[src/rtl/memory_arbiter.sv]
// memory_arbiter: shares one 32-bit memory port between instruction fetch and
// load/store. Each side sends one-cycle request pulses; the arbiter buffers them,
// issues one memory request at a time, and routes the response back to its owner.
// Data has priority, and a streak limit stops data traffic from starving fetch.
module memory_arbiter #(
    parameter int unsigned MAX_STREAK = 4
) (
    input  logic        clock,
    input  logic        reset,
    input  logic        imem_valid,
    input  logic [31:0] imem_addr,
    output logic        imem_ready,
    output logic [31:0] imem_rdata,
    input  logic        dmem_valid,
    input  logic [31:0] dmem_addr,
    input  logic [31:0] dmem_wdata,
    input  logic [3:0]  dmem_wstrb,
    output logic        dmem_ready,
    output logic [31:0] dmem_rdata,
    output logic        mem_valid,
    output logic        mem_instr,
    output logic [31:0] mem_addr,
    output logic [31:0] mem_wdata,
    output logic [3:0]  mem_wstrb,
    input  logic        mem_ready,
    input  logic [31:0] mem_rdata,
    output logic        proto_err
);

    localparam int unsigned SW = $clog2(MAX_STREAK + 1);

    typedef enum logic [1:0] {
        StIdle,
        StBusyI,
        StBusyD
    } state_t;

    state_t state_q, state_d;

    // Per-port pending buffers
    logic        pend_i_q, pend_i_d;
    logic [31:0] pend_i_addr_q, pend_i_addr_d;
    logic        pend_d_q, pend_d_d;
    logic [31:0] pend_d_addr_q, pend_d_addr_d;
    logic [31:0] pend_d_wdata_q, pend_d_wdata_d;
    logic [3:0]  pend_d_wstrb_q, pend_d_wstrb_d;

    // Outstanding tracking (valid pulse up to ready pulse) and error flag
    logic        out_i_q, out_i_d;
    logic        out_d_q, out_d_d;
    logic        proto_err_q, proto_err_d;

    logic [SW-1:0] streak_q, streak_d;

    // Registered memory request
    logic        mem_valid_q, mem_valid_d;
    logic        mem_instr_q, mem_instr_d;
    logic [31:0] mem_addr_q, mem_addr_d;
    logic [31:0] mem_wdata_q, mem_wdata_d;
    logic [3:0]  mem_wstrb_q, mem_wstrb_d;

    logic accept_i, accept_d, drop_i, drop_d;
    logic any_pend, cand_i, cand_d, streak_full, is_idle;
    logic grant_i, grant_d, direct_i, direct_d;
    logic [31:0] sel_i_addr, sel_d_addr, sel_d_wdata;
    logic [3:0]  sel_d_wstrb;

    // Responses are routed purely by which transaction is in flight.
    assign imem_ready = mem_ready & (state_q == StBusyI);
    assign dmem_ready = mem_ready & (state_q == StBusyD);
    assign imem_rdata = mem_rdata;
    assign dmem_rdata = mem_rdata;

    assign mem_valid = mem_valid_q;
    assign mem_instr = mem_instr_q;
    assign mem_addr  = mem_addr_q;
    assign mem_wdata = mem_wdata_q;
    assign mem_wstrb = mem_wstrb_q;
    assign proto_err = proto_err_q;

    // A pulse is legal when the port is free or is completing this very cycle.
    assign accept_i = imem_valid & (~out_i_q | imem_ready);
    assign accept_d = dmem_valid & (~out_d_q | dmem_ready);
    assign drop_i   = imem_valid & ~accept_i;
    assign drop_d   = dmem_valid & ~accept_d;

    // Buffered requests take precedence; a fresh pulse only competes when
    // nothing is buffered, so pulses arriving in a grant cycle wait their turn.
    assign any_pend    = pend_i_q | pend_d_q;
    assign cand_i      = any_pend ? pend_i_q : accept_i;
    assign cand_d      = any_pend ? pend_d_q : accept_d;
    assign streak_full = (streak_q == SW'(MAX_STREAK));
    assign is_idle     = (state_q == StIdle);
    assign grant_i     = is_idle & cand_i & (~cand_d | streak_full);
    assign grant_d     = is_idle & cand_d & ~grant_i;
    assign direct_i    = grant_i & ~any_pend;
    assign direct_d    = grant_d & ~any_pend;

    assign sel_i_addr  = pend_i_q ? pend_i_addr_q  : imem_addr;
    assign sel_d_addr  = pend_d_q ? pend_d_addr_q  : dmem_addr;
    assign sel_d_wdata = pend_d_q ? pend_d_wdata_q : dmem_wdata;
    assign sel_d_wstrb = pend_d_q ? pend_d_wstrb_q : dmem_wstrb;

    // Pending buffers: capture accepted pulses unless granted straight through.
    always_comb begin
        pend_i_d       = pend_i_q;
        pend_i_addr_d  = pend_i_addr_q;
        pend_d_d       = pend_d_q;
        pend_d_addr_d  = pend_d_addr_q;
        pend_d_wdata_d = pend_d_wdata_q;
        pend_d_wstrb_d = pend_d_wstrb_q;
        if (grant_i) begin
            pend_i_d = 1'b0;
        end
        if (accept_i && !direct_i) begin
            pend_i_d      = 1'b1;
            pend_i_addr_d = imem_addr;
        end
        if (grant_d) begin
            pend_d_d = 1'b0;
        end
        if (accept_d && !direct_d) begin
            pend_d_d       = 1'b1;
            pend_d_addr_d  = dmem_addr;
            pend_d_wdata_d = dmem_wdata;
            pend_d_wstrb_d = dmem_wstrb;
        end
    end

    // Outstanding flags and the sticky protocol error.
    always_comb begin
        out_i_d = out_i_q;
        out_d_d = out_d_q;
        if (imem_ready) begin
            out_i_d = 1'b0;
        end
        if (accept_i) begin
            out_i_d = 1'b1;
        end
        if (dmem_ready) begin
            out_d_d = 1'b0;
        end
        if (accept_d) begin
            out_d_d = 1'b1;
        end
        proto_err_d = proto_err_q | drop_i | drop_d;
    end

    // Streak: data grants while a fetch waits; saturates at MAX_STREAK.
    always_comb begin
        streak_d = streak_q;
        if (grant_i || !pend_i_d) begin
            streak_d = '0;
        end else if (grant_d && !streak_full) begin
            streak_d = streak_q + SW'(1);
        end
    end

    // Next state and registered memory request.
    always_comb begin
        state_d     = state_q;
        mem_valid_d = 1'b0;
        mem_instr_d = mem_instr_q;
        mem_addr_d  = mem_addr_q;
        mem_wdata_d = mem_wdata_q;
        mem_wstrb_d = mem_wstrb_q;
        unique case (state_q)
            StIdle: begin
                if (grant_i) begin
                    state_d     = StBusyI;
                    mem_valid_d = 1'b1;
                    mem_instr_d = 1'b1;
                    mem_addr_d  = sel_i_addr;
                    mem_wdata_d = '0;
                    mem_wstrb_d = '0;
                end else if (grant_d) begin
                    state_d     = StBusyD;
                    mem_valid_d = 1'b1;
                    mem_instr_d = 1'b0;
                    mem_addr_d  = sel_d_addr;
                    mem_wdata_d = sel_d_wdata;
                    mem_wstrb_d = sel_d_wstrb;
                end
            end
            StBusyI, StBusyD: begin
                if (mem_ready) begin
                    state_d = StIdle;
                end
            end
            default: begin
                state_d = StIdle;
            end
        endcase
    end

    // State register; async reset drops any in-flight or buffered request.
    always_ff @(posedge clock or negedge reset) begin
        if (!reset) begin
            state_q        <= StIdle;
            pend_i_q       <= 1'b0;
            pend_i_addr_q  <= '0;
            pend_d_q       <= 1'b0;
            pend_d_addr_q  <= '0;
            pend_d_wdata_q <= '0;
            pend_d_wstrb_q <= '0;
            out_i_q        <= 1'b0;
            out_d_q        <= 1'b0;
            proto_err_q    <= 1'b0;
            streak_q       <= '0;
            mem_valid_q    <= 1'b0;
            mem_instr_q    <= 1'b0;
            mem_addr_q     <= '0;
            mem_wdata_q    <= '0;
            mem_wstrb_q    <= '0;
        end else begin
            state_q        <= state_d;
            pend_i_q       <= pend_i_d;
            pend_i_addr_q  <= pend_i_addr_d;
            pend_d_q       <= pend_d_d;
            pend_d_addr_q  <= pend_d_addr_d;
            pend_d_wdata_q <= pend_d_wdata_d;
            pend_d_wstrb_q <= pend_d_wstrb_d;
            out_i_q        <= out_i_d;
            out_d_q        <= out_d_d;
            proto_err_q    <= proto_err_d;
            streak_q       <= streak_d;
            mem_valid_q    <= mem_valid_d;
            mem_instr_q    <= mem_instr_d;
            mem_addr_q     <= mem_addr_d;
            mem_wdata_q    <= mem_wdata_d;
            mem_wstrb_q    <= mem_wstrb_d;
        end
    end

endmodule

[config.mk]
export PLATFORM = sky130hd
export DESIGN_NAME = memory_arbiter
export DESIGN_NICKNAME = d
export VERILOG_FILES = /design/src/rtl/memory_arbiter.sv
export SDC_FILE = /design/constraint.sdc
export NUM_CORES = 1
export LEC_CHECK = 0
export CAP_MARGIN = 20
export CELL_PAD_IN_SITES_DETAIL_PLACEMENT = 1
export CELL_PAD_IN_SITES_GLOBAL_PLACEMENT = 1
export CORE_ASPECT_RATIO = 1.5
export CORE_MARGIN = 4
export CORE_UTILIZATION = 30
export CTS_CLUSTER_DIAMETER = 100
export DETAILED_ROUTE_END_ITERATION = 8
export GPL_ROUTABILITY_DRIVEN = 0
export HOLD_SLACK_MARGIN = 0.05
export PLACE_DENSITY = 0.71
export SLEW_MARGIN = 40
export SYNTH_ARGS = -nofsm -noshare
export SYNTH_HDL_FRONTEND = slang
export SYNTH_SLANG_ARGS = --single-unit
[constraint.sdc]
create_clock -name clock -period 3 [get_ports clock]
set_input_delay 0.9 -clock clock [delete_from_list [all_inputs] [get_ports clock]]
set_output_delay 0.9 -clock clock [all_outputs]
set_load 0.02 [all_outputs]
Word level (Yosys, flattened, before mapping)
Cells that the tools add are included.
- register bits: 180
- muxes and demuxes: 30
- equal/unequal tests: 5
- add/sub/neg operators: 1
- bitwise gates (word level): 25
- reduce and logical (&&, ||, !) cells: 17
- operators with widths (cell ; count):
    32-bit 2-to-1 mux ; 7
    1-bit 2-to-1 mux ; 14
    1-bit bitwise AND ; 12
    4-bit 2-to-1 mux ; 3
    2-bit nonzero test ; 5
    1-bit NOT ; 7
    2-bit 2-to-1 mux ; 3
    3-bit 2-to-1 mux ; 2
    1-bit OR ; 6
    1-bit logical NOT ; 4
    2-bit case mux with 2 select lines ; 1
    2-bit AND reduction ; 2
    3-bit by 1-bit adder with 3-bit output (second input constant) ; 1
    3-bit == test (second input constant) ; 1
    1-bit logical AND ; 3
    3-bit by 1-bit != test with 1-bit output (second input constant) ; 1
    2-bit by 1-bit == test with 1-bit output (second input constant) ; 1
    2-bit == test (second input constant) ; 1
    2-bit logical NOT ; 1
    2-bit != test (second input constant) ; 1
    2-bit OR reduction ; 1
    1-bit logical OR ; 1

Depth between registers and ports, before layout
- depth in word-level cells: 15
- gate-level depth with buffers: 9

Worst setup path before layout
Ideal clock, no wire load.
- path type: input to register
- from: in mem_ready
- to: reg mem_addr_q[10], in the netlist mem_addr[10]
- setup slack: 0.731 ns
- stages on the path: 6
- required time: 2.877 ns
- arrival: 2.146 ns
- setup time: 0.123 ns
- buffers on the path: 2
- cell sequence: a21bo_4 > nand4_1 > or4b_1 > buf_2 > buf_6 > o221a_1
- cells in the longest elaborated chain, start to end: 11
- elaborated cells on any way between the ends: 18
- those cells by class: 3 x mux; 13 x bitwise; 2 x reduce/logical
- ends and longest elaborated chain (what ; line ; RTL):
    start, declared ; 25 ; input logic mem_ready,
    1-bit bitwise AND ; 70 ; assign dmem_ready = mem_ready & (state_q == StBusyD);
    1-bit OR ; 83 ; assign accept_d = dmem_valid & (~out_d_q | dmem_ready);
    1-bit bitwise AND ; 83 ;
    1-bit 2-to-1 mux ; 91 ; assign cand_d = any_pend ? pend_d_q : accept_d;
    1-bit NOT ; 94 ; assign grant_i = is_idle & cand_i & (~cand_d | streak_full);
    1-bit OR ; 94 ;
    1-bit bitwise AND ; 94 ;
    1-bit NOT ; 95 ; assign grant_d = is_idle & cand_d & ~grant_i;
    1-bit bitwise AND ; 95 ;
    2-bit nonzero test (no line) ; -- ;
    2-bit AND reduction (no line) ; -- ;
    end signal, assigned ; 229 ; mem_addr_q <= mem_addr_d;
    end, declared ; 58 ; logic [31:0] mem_addr_q, mem_addr_d;
Parallel ways exist; a longest one is shown, timed or not.
A chain may end at the register's enable or synchronous reset.

Worst setup path after layout
- from: in mem_ready
- to: out imem_ready
- cells in the longest elaborated chain, start to end: 1
- ends and longest elaborated chain (what ; line ; RTL):
    1-bit bitwise AND ; 69 ; assign imem_ready = mem_ready & (state_q == StBusyI);
    end, declared ; 12 ; output logic imem_ready,
Every way passes these cells.

==> flow_metrics.py <==
metrics = {
    "die": {
        "placeableCoreArea_um2": 29480,
        "die_span_in_x_um": 149.0,
        "die_height_um": 219.4,
        "initial_core_util_pct": 30.33,
        "placementRows": 77,
        "num_io_pins": 274,
        "dieArea_um2": 32690,
    },
    "layout": {
        "fillers": 3177,
        "post_layout_nonfiller_instances": 1251,
        "synth_to_final_area_change_pct": 27.92,
        "layout.area.seq_um2": 4506,
        "stdcell_area_um2": 11440,
        "final_layout_size_suffix_gt1_share_pct": 10.64,
        "multi_input_area_um2": 3538,
        "final_net_count": 985,
        "mostFrequentLayoutCell": "dfrtp_1",
        "final_cell_mix": "dfrtp_1 (179), clkdlybuf4s50_1 (174), mux2_1 (88)",
    },
    "yosys": {
        "ys_types": 50,
        "post_synth_main_area_contributors": "dfrtp_1 (50%), mux2_1 (11%), buf_4 (5.8%)",
        "synth_edf_count": 0,
        "post_synth_inst_count": 742,
        "yosys.area.top_type_share_pct": 50.38,
        "syn_area_um2": 8941,
        "yosys_register_bits": 180,
        "synth.yosys.warnings": 0,
        "avgSynthCellArea_um2": 12.05,
        "ys_dominant_reg_cell": "dfrtp_1",
        "synth.largest_area_cell": "dfrtp_1",
        "async_reset_ff_share_pct": 100.0,
        "yosysSeqAreaShare_pct": 50.38,
        "syn_nets": 884,
    },
    "sta": {
        "finalMaxSlewViolations": 0,
        "rsz0062_at_grt": "no",
        "post-route-period-util_pct": 91.36,
        "final-hold-violation-count": 0,
        "tightestPinTransition_ps": 568.1,
        "max_slew_margin_pct": 61.73,
        "min_period_ps": 2741,
        "setup_total_negative_slack_ps": 0,
        "clock.fmax_mhz": 364.9,
        "worst_clock_skew_ps": 9.119,
        "setup_violations": 0,
    },
    "clock_tree": {
        "h-tree-depth": 4,
        "clk_transition_reported_paths_ps": 60,
        "worstSkewPairLatency_ps": 440,
        "cts-root-to-sink-buffers": 2,
        "root_buffer": "clkbuf_16",
        "cts-buffers-inserted": 17,
        "numClockSinks": 180,
        "cts_setup_buffers": 0,
        "number_of_buffers_inserted_for_hold_repair_after_clock_tree_synthesis": 0,
        "tritoncts_clock_tree": "built",
    },
    "outcome": {
        "run_status": "finished, final reports clean",
    },
    "placed_design": {
        "post-place-cells": 1219,
        "port-buffer-count": 177,
        "place_area_um2": 10840,
        "detailedPlacementHpwl_um": 18320,
    },
    "pwr": {
        "final_total_power_mw": 11.45,
        "ir_worst_vdd_mv": 0.4330,
        "cellLeakagePower_nw": 4.591,
        "power_density_nw_per_um2": 1001,
    },
    "drt": {
        "drt_first_pass_iters": 4,
        "vias_per_cell": 5.153,
        "drtAntennaViolNets": 0,
        "detail_route.wl_per_cell_um": 21.12,
        "drt-initial-drc-count": 196,
        "drc": 0,
        "total_via_count_in_the_routed_design": 6447,
        "route.final.wire_length_um": 26430,
    },
    "global_route": {
        "grt_antenna_before_repair": 0,
        "first_global_vias": 7407,
        "grt_first_pass_wirelength_um": 41780,
        "maximum_number_of_pins_on_one_net_before_global_route_repair": 63,
        "groute.usage.overall_pct": 16.51,
        "global_route.overflow_total": 0,
    },
    "setup_path": {
        "crit_end_category": "primary output",
        "critical_path_peak_fanout": 3,
        "path_class": "in2out",
        "cp-start-kind": "input pin",
        "worst-endpoint-required_ps": 2100,
        "arrival_ps": 1840,
    },
    "min_path": {
        "hp-class": "in2async",
    },
    "flow_run": {
        "max_cap_viols": 0,
    },
}
==> logic make-up (layout without fill, tap and decap cells) <==
kind of cell | Yosys count | count (layout) | synth area share (%)
AOI/OAI and AO/OA | 194 | 194 | 17.73
DFF | 180 | 180 | 50.38
buffers and inverters | 165 | 278 | 10.54
muxes | 136 | 136 | 17.00
and+or+nand+nor | 62 | 62 | 3.652
adders and majority gates | 5 | 5 | 0.6997
other | 0 | 1 | 0
==> what timing repair did <==
item,in CTS,in global routing
endpoints found under the setup margin,2,0
hold endpoints to repair,0,0
resized for setup,2,0
==> registers in the layout, summed over array words and instances, names as in the netlist, 2 cells and up <==
register and count:
mem_addr 32, mem_wdata 32, mem_wstrb 4, pend_d_addr_q 32
pend_d_wdata_q 32, pend_d_wstrb_q 4, pend_i_addr_q 32, state_q 2
streak_q 3
==> path summary, 6_finish.rpt <==
| path | startpoint | to | slack, ps | cells past startpoint |
|---|---|---|---|---|
| setup / recovery | mem_ready | imem_ready | 260 | 3 |
| hold / removal | reset | pend_d_wdata_q[29] | 390 | 1 |
| setup reg to reg | state_q[1] | mem_addr[0] | 700 | 6 |
| hold reg to reg | pend_i_addr_q[4] | pend_i_addr_q[4] | 490 | 1 |
| max in group asynchronous | reset | pend_i_addr_q[29] | 1890 | 2 |
| min in group clock | pend_i_addr_q[4] | pend_i_addr_q[4] | 490 | 1 |
==> critical path: stages <==
cell	delay [ps]
clkdlybuf4s50_1	490
and2_1	120
dlygate4sd2_1	330
==> area by class of cell <==
class	count	area share, %
flip-flops and latches	180	39.39
multi-input cells	397	30.94
repair buffers	206	18.72
diodes	1	0.02188
clock inverters	8	1.083
well taps	395	4.321
inverters	41	1.346
clock buffers	23	4.179
==> routing by layer <==
metal / wire, um / GRT usage (%) / vias to the layer above
met2: 13980 / 29.79 / 154
li1: - / - / 2894
met1: 9986 / 17.64 / 3314
met5: 0 / 0 / -
met4: 968 / 7.817 / 0
met3: 1490 / 4.627 / 85
==> power by group <==
group | switching [mW] | internal (mW) | leakage, nW | total, mW
Clock | 0.982 | 1.37 | 0.290 | 2.36
Combinational | 2.41 | 2.39 | 2.11 | 4.80
Sequential | 0.692 | 3.59 | 2.20 | 4.29
==> cell usage after synthesis (all sizes together) (2+ instances only) <==
cell type and n:
dfrtp 180, mux2 100, buf 94, o21ai 42, inv 41, mux2i 36, o31ai 36, nor3 33
a211oi 32, o221a 32, o32ai 32, clkbuf 30, nand2 10, ha 5, nand2b 4, a21boi 3
a31oi 3, a21bo 2, a21oi 2, a311oi 2, and2 2, nand4 2, nor2 2, nor3b 2
o21a 2
==> through the flow <==
step / worst slack (ps) / util [%] / hold slack (ps)
6_report: 259.2 / 38.80 / 386.5
5_1_grt: 199.4 / 38.79 / 384.5
4_1_cts: 247.8 / 38.79 / 375.5
3_5_place_dp: -21.57 / 36.75 / 477.6
3_3_place_gp: -32.05 / 36.75 / 467.4
2_1_floorplan: 731.2 / - / 459.6
Power figures use the tool's default switching activity.
